### src/rtl/pipe_stage.sv
// Valid/ready pipeline register with an optional skid entry.
// SKID=1 breaks the ready path; SKID=0 is a single pass-through register.
module pipe_stage #(
    parameter int unsigned      WIDTH       = 32,
    parameter int               SKID        = 1,
    parameter logic [WIDTH-1:0] RESET_VALUE = '0
) (
    input  logic             clk_i,
    input  logic             rst_ni,
    input  logic             flush_i,
    input  logic             in_valid_i,
    output logic             in_ready_o,
    input  logic [WIDTH-1:0] in_data_i,
    output logic             out_valid_o,
    input  logic             out_ready_i,
    output logic [WIDTH-1:0] out_data_o,
    output logic [1:0]       count_o
);

    logic             main_valid_q, main_valid_d;
    logic [WIDTH-1:0] main_data_q, main_data_d;
    logic             skid_valid_q, skid_valid_d;
    logic [WIDTH-1:0] skid_data_q, skid_data_d;
    logic             in_xfer;
    logic             out_xfer;

    // Skid mode ready comes straight off a flop; pass mode looks ahead.
    assign in_ready_o  = (SKID != 0) ? !skid_valid_q
                                     : (!main_valid_q || out_ready_i);
    assign out_valid_o = main_valid_q;
    assign out_data_o  = main_data_q;
    assign count_o     = {1'b0, main_valid_q} + {1'b0, skid_valid_q};

    assign in_xfer  = in_valid_i && in_ready_o && !flush_i;
    assign out_xfer = main_valid_q && out_ready_i && !flush_i;

    always_comb begin
        main_valid_d = main_valid_q;
        main_data_d  = main_data_q;
        skid_valid_d = skid_valid_q;
        skid_data_d  = skid_data_q;
        if (flush_i) begin
            main_valid_d = 1'b0;
            skid_valid_d = 1'b0;
        end else if (SKID != 0) begin
            if (!main_valid_q) begin
                if (in_xfer) begin
                    main_valid_d = 1'b1;
                    main_data_d  = in_data_i;
                end
            end else if (out_xfer) begin
                if (skid_valid_q) begin
                    main_data_d  = skid_data_q;
                    skid_valid_d = 1'b0;
                end else if (in_xfer) begin
                    main_data_d = in_data_i;
                end else begin
                    main_valid_d = 1'b0;
                end
            end else if (in_xfer) begin
                skid_valid_d = 1'b1;
                skid_data_d  = in_data_i;
            end
        end else begin
            if (in_xfer) begin
                main_valid_d = 1'b1;
                main_data_d  = in_data_i;
            end else if (out_xfer) begin
                main_valid_d = 1'b0;
            end
        end
    end

    always_ff @(posedge clk_i or negedge rst_ni) begin
        if (!rst_ni) begin
            main_valid_q <= 1'b0;
            main_data_q  <= RESET_VALUE;
            skid_valid_q <= 1'b0;
            skid_data_q  <= RESET_VALUE;
        end else begin
            main_valid_q <= main_valid_d;
            main_data_q  <= main_data_d;
            skid_valid_q <= skid_valid_d;
            skid_data_q  <= skid_data_d;
        end
    end

endmodule

### config.mk
export PLATFORM = sky130hd
export DESIGN_NAME = pipe_stage
export DESIGN_NICKNAME = d
export VERILOG_FILES = /design/src/rtl/pipe_stage.sv
export SDC_FILE = /design/constraint.sdc
export NUM_CORES = 1
export LEC_CHECK = 0
export CAP_MARGIN = 20
export CORE_ASPECT_RATIO = 0.6
export CORE_UTILIZATION = 31
export DETAILED_ROUTE_END_ITERATION = 10
export PLACE_DENSITY_LB_ADDON = 0.25
export SLEW_MARGIN = 30
export SYNTH_ARGS = -nofsm -noshare
export SYNTH_HDL_FRONTEND = slang
export SYNTH_SLANG_ARGS = --single-unit
### constraint.sdc
create_clock -name clk_i -period 2.9 [get_ports clk_i]
set_input_delay 0.87 -clock clk_i [delete_from_list [all_inputs] [get_ports clk_i]]
set_output_delay 0.87 -clock clk_i [all_outputs]
set_load 0.01 [all_outputs]
* After elaboration in Yosys (flattened, before gate mapping)
Cells that the tools add are included.
** Storage, ports and cells
- Bits in registers :: 66
- Output and inout port bits :: 36
- Word-level logic and storage cells :: 32
** Operators by class
- Add/subtract/negate cells :: 1
- Eq/ne operators :: 1
- Multiplexer cells :: 13
- Bitwise logic cells :: 2
- Reductions and logical operators :: 11
** Operator list (count)
- 2-to-1 mux 32 bit :: 4
- 2-to-1 mux 1 bit :: 9
- logical AND 1 bit :: 4
- AND reduction 2 bit :: 2
- AND reduction 4 bit :: 1
- nonzero test 3 bit :: 1
- adder 1 x 1 -> 2 bit :: 1
- logical NOT 1 bit :: 2
- inequality test 2 x 1 -> 1 bit (second input constant) :: 1
- inverter 1 bit :: 2
- nonzero test 2 bit :: 1

* Longest topological paths before layout
Gate-level depths: netlist of run 1.
- Depth after elaboration :: 8
- Mapped depth :: 6
- Gate-level depth less buffers :: 3

* Least setup slack after synthesis of run 1
Ideal clock, no wire load.
- Path kind :: input port to flip-flop
- Start point :: input port flush_i
- End point :: register skid_data_q[10]
- Setup time :: 125 ps
- Arrival :: 2293 ps
- Slack :: 482 ps
- Cell stages on the path :: 6
- Path buffers :: 3
- Cell sequence :: or3b_1 > clkbuf_1 > or3b_1 > buf_6 > buf_6 > mux2_4
** Between the ends
- Word-level cells in the longest chain between the ends :: 4
** RTL lines
- start: declaration :: RTL line 10 : input logic flush_i,
- logical NOT 1 bit :: RTL line 34, 35
- logical AND 1 bit :: RTL line 35 : assign out_xfer = main_valid_q && out_ready_i && !flush_i;
- inverter 1 bit (no source line)
- AND reduction 4 bit (no source line) (*)
- end signal: assignment :: RTL line 84 : skid_data_q <= skid_data_d;
- end: declaration :: RTL line 23 : logic [WIDTH-1:0] skid_data_q, skid_data_d;
Mark *: on every way between the ends. The rest lies on a longest branch, timed or not.
A chain may end at the register's enable or synchronous reset.

* Final worst setup path of run 1
- Start point :: input port in_valid_i
- End point :: register skid_data_q[24]
** Between the ends
- Word-level cells in the longest chain between the ends :: 3
** RTL lines
- start: declaration :: RTL line 11 : input logic in_valid_i,
- logical AND 1 bit (2 in series) :: RTL line 34 : assign in_xfer = in_valid_i && in_ready_o && !flush_i;
- AND reduction 4 bit (no source line)
No other way between the ends.

==> flow_summary.toml, run 1 <==
[routing]
num_vias = 1850
post_drt_via_cell_ratio = 4.81
antenna_left = 0
drtPass1Iterations = 4
wl_um = 6630
wl_per_cell_um = 17.2
first_iter_violations = 106
drc = 0

[clock_network]
cts.sinks = 66
post_cts_buffers = 0
post_cts_resized = 0
cts_max_level = 3
cts_tree = "yes"
ctsRootBufferMaster = "clkbuf_16"
numCtsBuffers = 9
clkLatencyLatePin_ps = 320
hold_buffers = 0
clk_pin_slew_ps = 50
cts.path.max_buffers = 2

[hold_path]
hold_class = "input pin to asynchronous set/reset pin"

[floorplanning]
io_pins = 73
num_rows = 26
die_w_um = 124
start_util = 0.323
die_area_um2 = 9380
die_y_um = 75.4
coreArea_um2 = 8620

[synth]
yosys_warnings = 0
ys_seq_area_frac = 0.593
synthTopCellsByArea = "dfrtp_1, mux2_4, a2bb2oi_1"
postSynthAreaPerCell_um2 = 14.4
async_flop_share = 1.00
yosysTopAreaCell = "dfrtp_1"
netlist.area_leader.share = 0.593
synth_edf_count = 0
synth_most_common_cell = "dfrtp_1"
synth.cell_area_um2 = 2790
synthTopCellsByCount = "dfrtp_1, a2bb2oi_1, o22ai_1"
syn-num-nets = 231
ys_types = 17
synth_ff_type = "dfrtp_1"
synthCells = 193
ys_seq_elements = 66

[setup_path]
r2r-start = "skid_valid_q"
worst_setup_path_end_kind = "flop"
r2r_setup_slack_ps = 880
worstSetupStartpointType = "input pin"
crit_arrival_ps = 2790
reg2reg_to = "skid_data_q[24]"
cp_data_required_time_ps = 3100
startpoint = "in_valid_i"
rr_worst_depth = 4
cp_max_fo = 11
crit_type = "input pin to flop"

[final_layout]
final_nets = 308
finalInstanceArea_um2 = 3950
antenna_cells = 0
syn2layout_area_growth_pct = 41.8
final_util = 0.458
final_layout_size_suffix_gt1_frac = 0.223

[placement]
place_area_um2 = 3660
gp_congestion = 0.708
dp_hpwl_um = 4350
portBuffers = 72
place_ws_ps = -13.5

[sta]
layout_setup_ws_ps = 309
fin_crit_sh = 0.893
slew_headroom = 0.477
setup_viol = 0
tightestPinTransition_ps = 784
finalMaxSlewViolations = 0
rsz0062_at_grt = "false"
fmax_ghz = 0.386
period_minus_slack_ps = 2590
clock_skew_ps = 5.37
hold_violations = 0

[global_route]
grt_pass1_wl_um = 10800
antenna_found_initial = 0
grt_max_degree = 38
grt_pass1_vias = 1960
grt.overflow.total = 0
track_usage = 0.153

[status]
outcome = "finished clean"

[pwr]
irDropWorstVdd_v = 0.000315
p_total_w = 0.00297
leakage_nw = 1.73
power_density_nw_per_um2 = 751

[run]
max_cap_viol_count = 0
## area by class of cell
class	instances	area (um2)
multi-input combinational	108	1050
timing repair buffer	83	811
tap	112	140
inverter	2	7.51
clock buffer	11	253
clock inverter	3	40.0
sequential	66	1650
fill	761	4670
## worst max-delay path, cell delays in order
cell and delay (ps):
clkdlybuf4s50_1 500, or3b_1 380, or3b_2 490, buf_4 230, mux2_4 320
## how the worst max path moves through the flow
stage,cells after the start,endpoint,slack (ps)
floorplan,6,skid_data_q[10],480
global placement,5,skid_data_q[16],30
detailed placement,5,skid_data_q[13],-10
CTS,5,skid_data_q[24],320
global route,5,skid_data_q[18],270
finish,5,skid_data_q[24],310
## sequential cells by signal (all words and copies together), names as in the netlist
| signal | count |
|---|---|
| skid_data_q | 32 |
| out_valid_o | 1 |
| out_data_o | 32 |
| skid_valid_q | 1 |
## logic make-up (layout without fill, tap and decap cells)
group,count (synthesis),count (layout),synth area share
simple gates,6,6,0.0135
compound gates,69,69,0.183
flops,66,66,0.593
buf+inv,19,99,0.0364
fa+ha+maj,1,1,0.00449
mux,32,32,0.170
## routing by layer
layer | vias up | GRT usage | share of wire
li1 | 893 | - | -
met1 | 907 | 0.230 | 0.55
met2 | 46 | 0.204 | 0.40
met3 | 4 | 0.0499 | 0.044
met4 | 0 | 0.0482 | 0.0041
met5 | - | 0 | 0
## cell usage in the layout (no fill, tap or decap), drive strengths merged
master / Yosys / routed
or3b: 2 / 2
o22ai: 32 / 32
nand2: 1 / 1
bufinv: 0 / 1
a2bb2oi: 32 / 32
a211oi: 2 / 2
inv: 2 / 2
o21ai: 1 / 1
mux2: 32 / 32
ha: 1 / 1
buf: 4 / 12
clkdlybuf4s50: 0 / 71
clkinv: 0 / 2
dfrtp: 66 / 66
nor2b: 1 / 1
a21oi: 2 / 2
nor2: 1 / 1
clkbuf: 13 / 11
nand2b: 1 / 1
## per-stage QoR
step / hold slack [ps] / TNS, ps / instances
after floorplan: 480 / 0 / 193
after global placement: 491 / 0 / 371
after detailed placement: 494 / -125 / 371
after CTS: 409 / 0 / 385
after global routing: 407 / 0 / 385
final: 414 / 0 / 385
## where the power goes
group	internal, W	switching [W]
Clock	0.000698	0.000364
Sequential	0.00113	0.000127
Combinational	0.000440	0.000209
Power figures use the tool's default switching activity.
==> run 2: changes to the inputs <==
--- a/config.mk
+++ b/config.mk
@@ -9,7 +9,7 @@
 export CORE_ASPECT_RATIO = 0.6
 export CORE_UTILIZATION = 31
 export DETAILED_ROUTE_END_ITERATION = 10
-export PLACE_DENSITY_LB_ADDON = 0.25
+export REMOVE_ABC_BUFFERS = 1
 export SLEW_MARGIN = 30
 export SYNTH_ARGS = -nofsm -noshare
 export SYNTH_HDL_FRONTEND = slang
==> run 2 against run 1 <==
Against the previous run: flip-flop and latch count did not move; critical endpoint is now skid_data_q[16]; core utilization fell by 0.28 points; largest power group unchanged; final cell count fell by 0.78%; combinational power barely moved; sequential power barely moved; wire length rose by 0.57%; count of clock-buffer cells in the layout rose by 1; worst hold slack improved by 96 ps.
==> flow_summary.toml, run 2 (same netlist as run 1, synthesis figures left out) <==
[status]
outcome = "finished clean"

[setup_path]
rr_worst_depth = 4
r2r-start = "skid_valid_q"
cp_slowest_cell = "clkdlybuf4s50_1"
r2r_setup_slack_ps = 900
reg2reg_to = "skid_data_q[16]"
worstSetupStartpointType = "input pin"
cp_cell_sequence = "clkdlybuf4s50_1 > or3b_1 > or3b_2 > buf_12 > mux2_4"
crit_type = "input pin to flop"
crit_arrival_ps = 2770
crit_end = "skid_data_q[16]"
startpoint = "in_valid_i"
cp_max_fo = 32
worst_setup_path_end_kind = "flop"
cp_slowest_stage_delay_ps = 490
cp_data_required_time_ps = 3100

[final_layout]
final_cells = 382
antenna_cells = 0
final_layout_size_suffix_gt1_frac = 0.207
final_common_cell = "clkdlybuf4s50_1"
syn2layout_area_growth_pct = 41.0
final_nets = 304
final_cell_mix = "clkdlybuf4s50_1, dfrtp_1, o22ai_1, a2bb2oi_1, mux2_4"

[hold_path]
hold_class = "flop to flop"

[sta]
setup_viol = 0
slew_headroom = 0.747
layout_setup_ws_ps = 329
fmax_ghz = 0.389
rsz0062_at_grt = "false"
hold_violations = 0
finalMaxSlewViolations = 0
clock_skew_ps = 3.57
tightestPinTransition_ps = 379
period_minus_slack_ps = 2570
fin_crit_sh = 0.887

[global_route]
grt_pass1_vias = 1992
grt_pass1_wl_um = 10800
grt_max_degree = 67
track_usage = 0.151
antenna_found_initial = 0
grt.overflow.total = 0

[routing]
num_vias = 1903
drc = 0
wl_per_cell_um = 17.5
post_drt_via_cell_ratio = 4.98
first_iter_violations = 91
antenna_left = 0
wl_um = 6670
drtPass1Iterations = 4

[clock_network]
clkLatencyLatePin_ps = 320
numCtsBuffers = 9
cts.path.max_buffers = 2
hold_buffers = 0
post_cts_buffers = 0
ctsRootBufferMaster = "clkbuf_16"
clk_pin_slew_ps = 50
cts_max_level = 3
cts.sinks = 66
post_cts_resized = 0
cts_tree = "yes"

[pwr]
leakage_nw = 1.71
power_density_nw_per_um2 = 751
irDropWorstVdd_v = 0.000316

[placement]
portBuffers = 72
placedCellCount = 367
place_ws_ps = 3.96
dp_hpwl_um = 4020
gp_congestion = 0.712

[floorplanning]
io_pins = 73
coreArea_um2 = 8620
die_y_um = 75.4
num_rows = 26
die_area_um2 = 9380
start_util = 0.323
die_w_um = 124

[run]
max_cap_viol_count = 0
[run 2: cell types whose count changed in the layout (fill, tap and decap cells not counted), sizes merged]
cell    before  now
clkbuf      11   12
buf         12    8
[run 2: area by class of cell]
cell class	count	area (um2)
multi-input cells	108	1050
fillers	748	4690
clock inverters	3	40.0
repair buffers	79	793
inverters	2	7.51
well taps	112	140
flip-flops and latches	66	1650
clock buffers	12	246
[run 2: metrics by stage]
stage          power, W  utilization  cell area, um2  hold slack [ps]  TNS [ps]
6_report        0.00295        0.456            3930              510         0
5_1_grt         0.00309        0.456            3930              523         0
4_1_cts         0.00298        0.456            3930              510         0
3_5_place_dp    0.00191        0.422            3640              494         0
3_3_place_gp    0.00190        0.422            3640              492         0
2_1_floorplan   0.00159            -            2690              480    -23680
[run 2: how the worst min path moves through the flow]
stage | slack, ps | start | to | cells after the start
after floorplan | 480 | skid_data_q[0] | skid_data_q[0] | 1
after global placement | 490 | skid_data_q[0] | skid_data_q[0] | 1
after detailed placement | 490 | skid_data_q[29] | skid_data_q[29] | 1
after CTS | 510 | skid_data_q[21] | skid_data_q[21] | 1
after global routing | 520 | skid_data_q[20] | skid_data_q[20] | 1
final | 510 | skid_data_q[21] | skid_data_q[21] | 1
[run 2: routing by layer]
layer  global-route usage  wire (um)
met1                0.227       3640
met2                0.204       2610
met3               0.0456        366
met4               0.0482         51
met5                    0          0
[run 2: power by group]
part           total [W]  switching, W  internal, W
Combinational   0.000649      0.000210     0.000438
Sequential       0.00126      0.000128      0.00113
Clock            0.00105      0.000365     0.000681
Total            0.00295      0.000703      0.00225
[run 2: worst max-delay path: cells and delay by family]
family        cells  cell delay [ps]
buf+inv           2              700
mux               1              320
simple gates      2              850
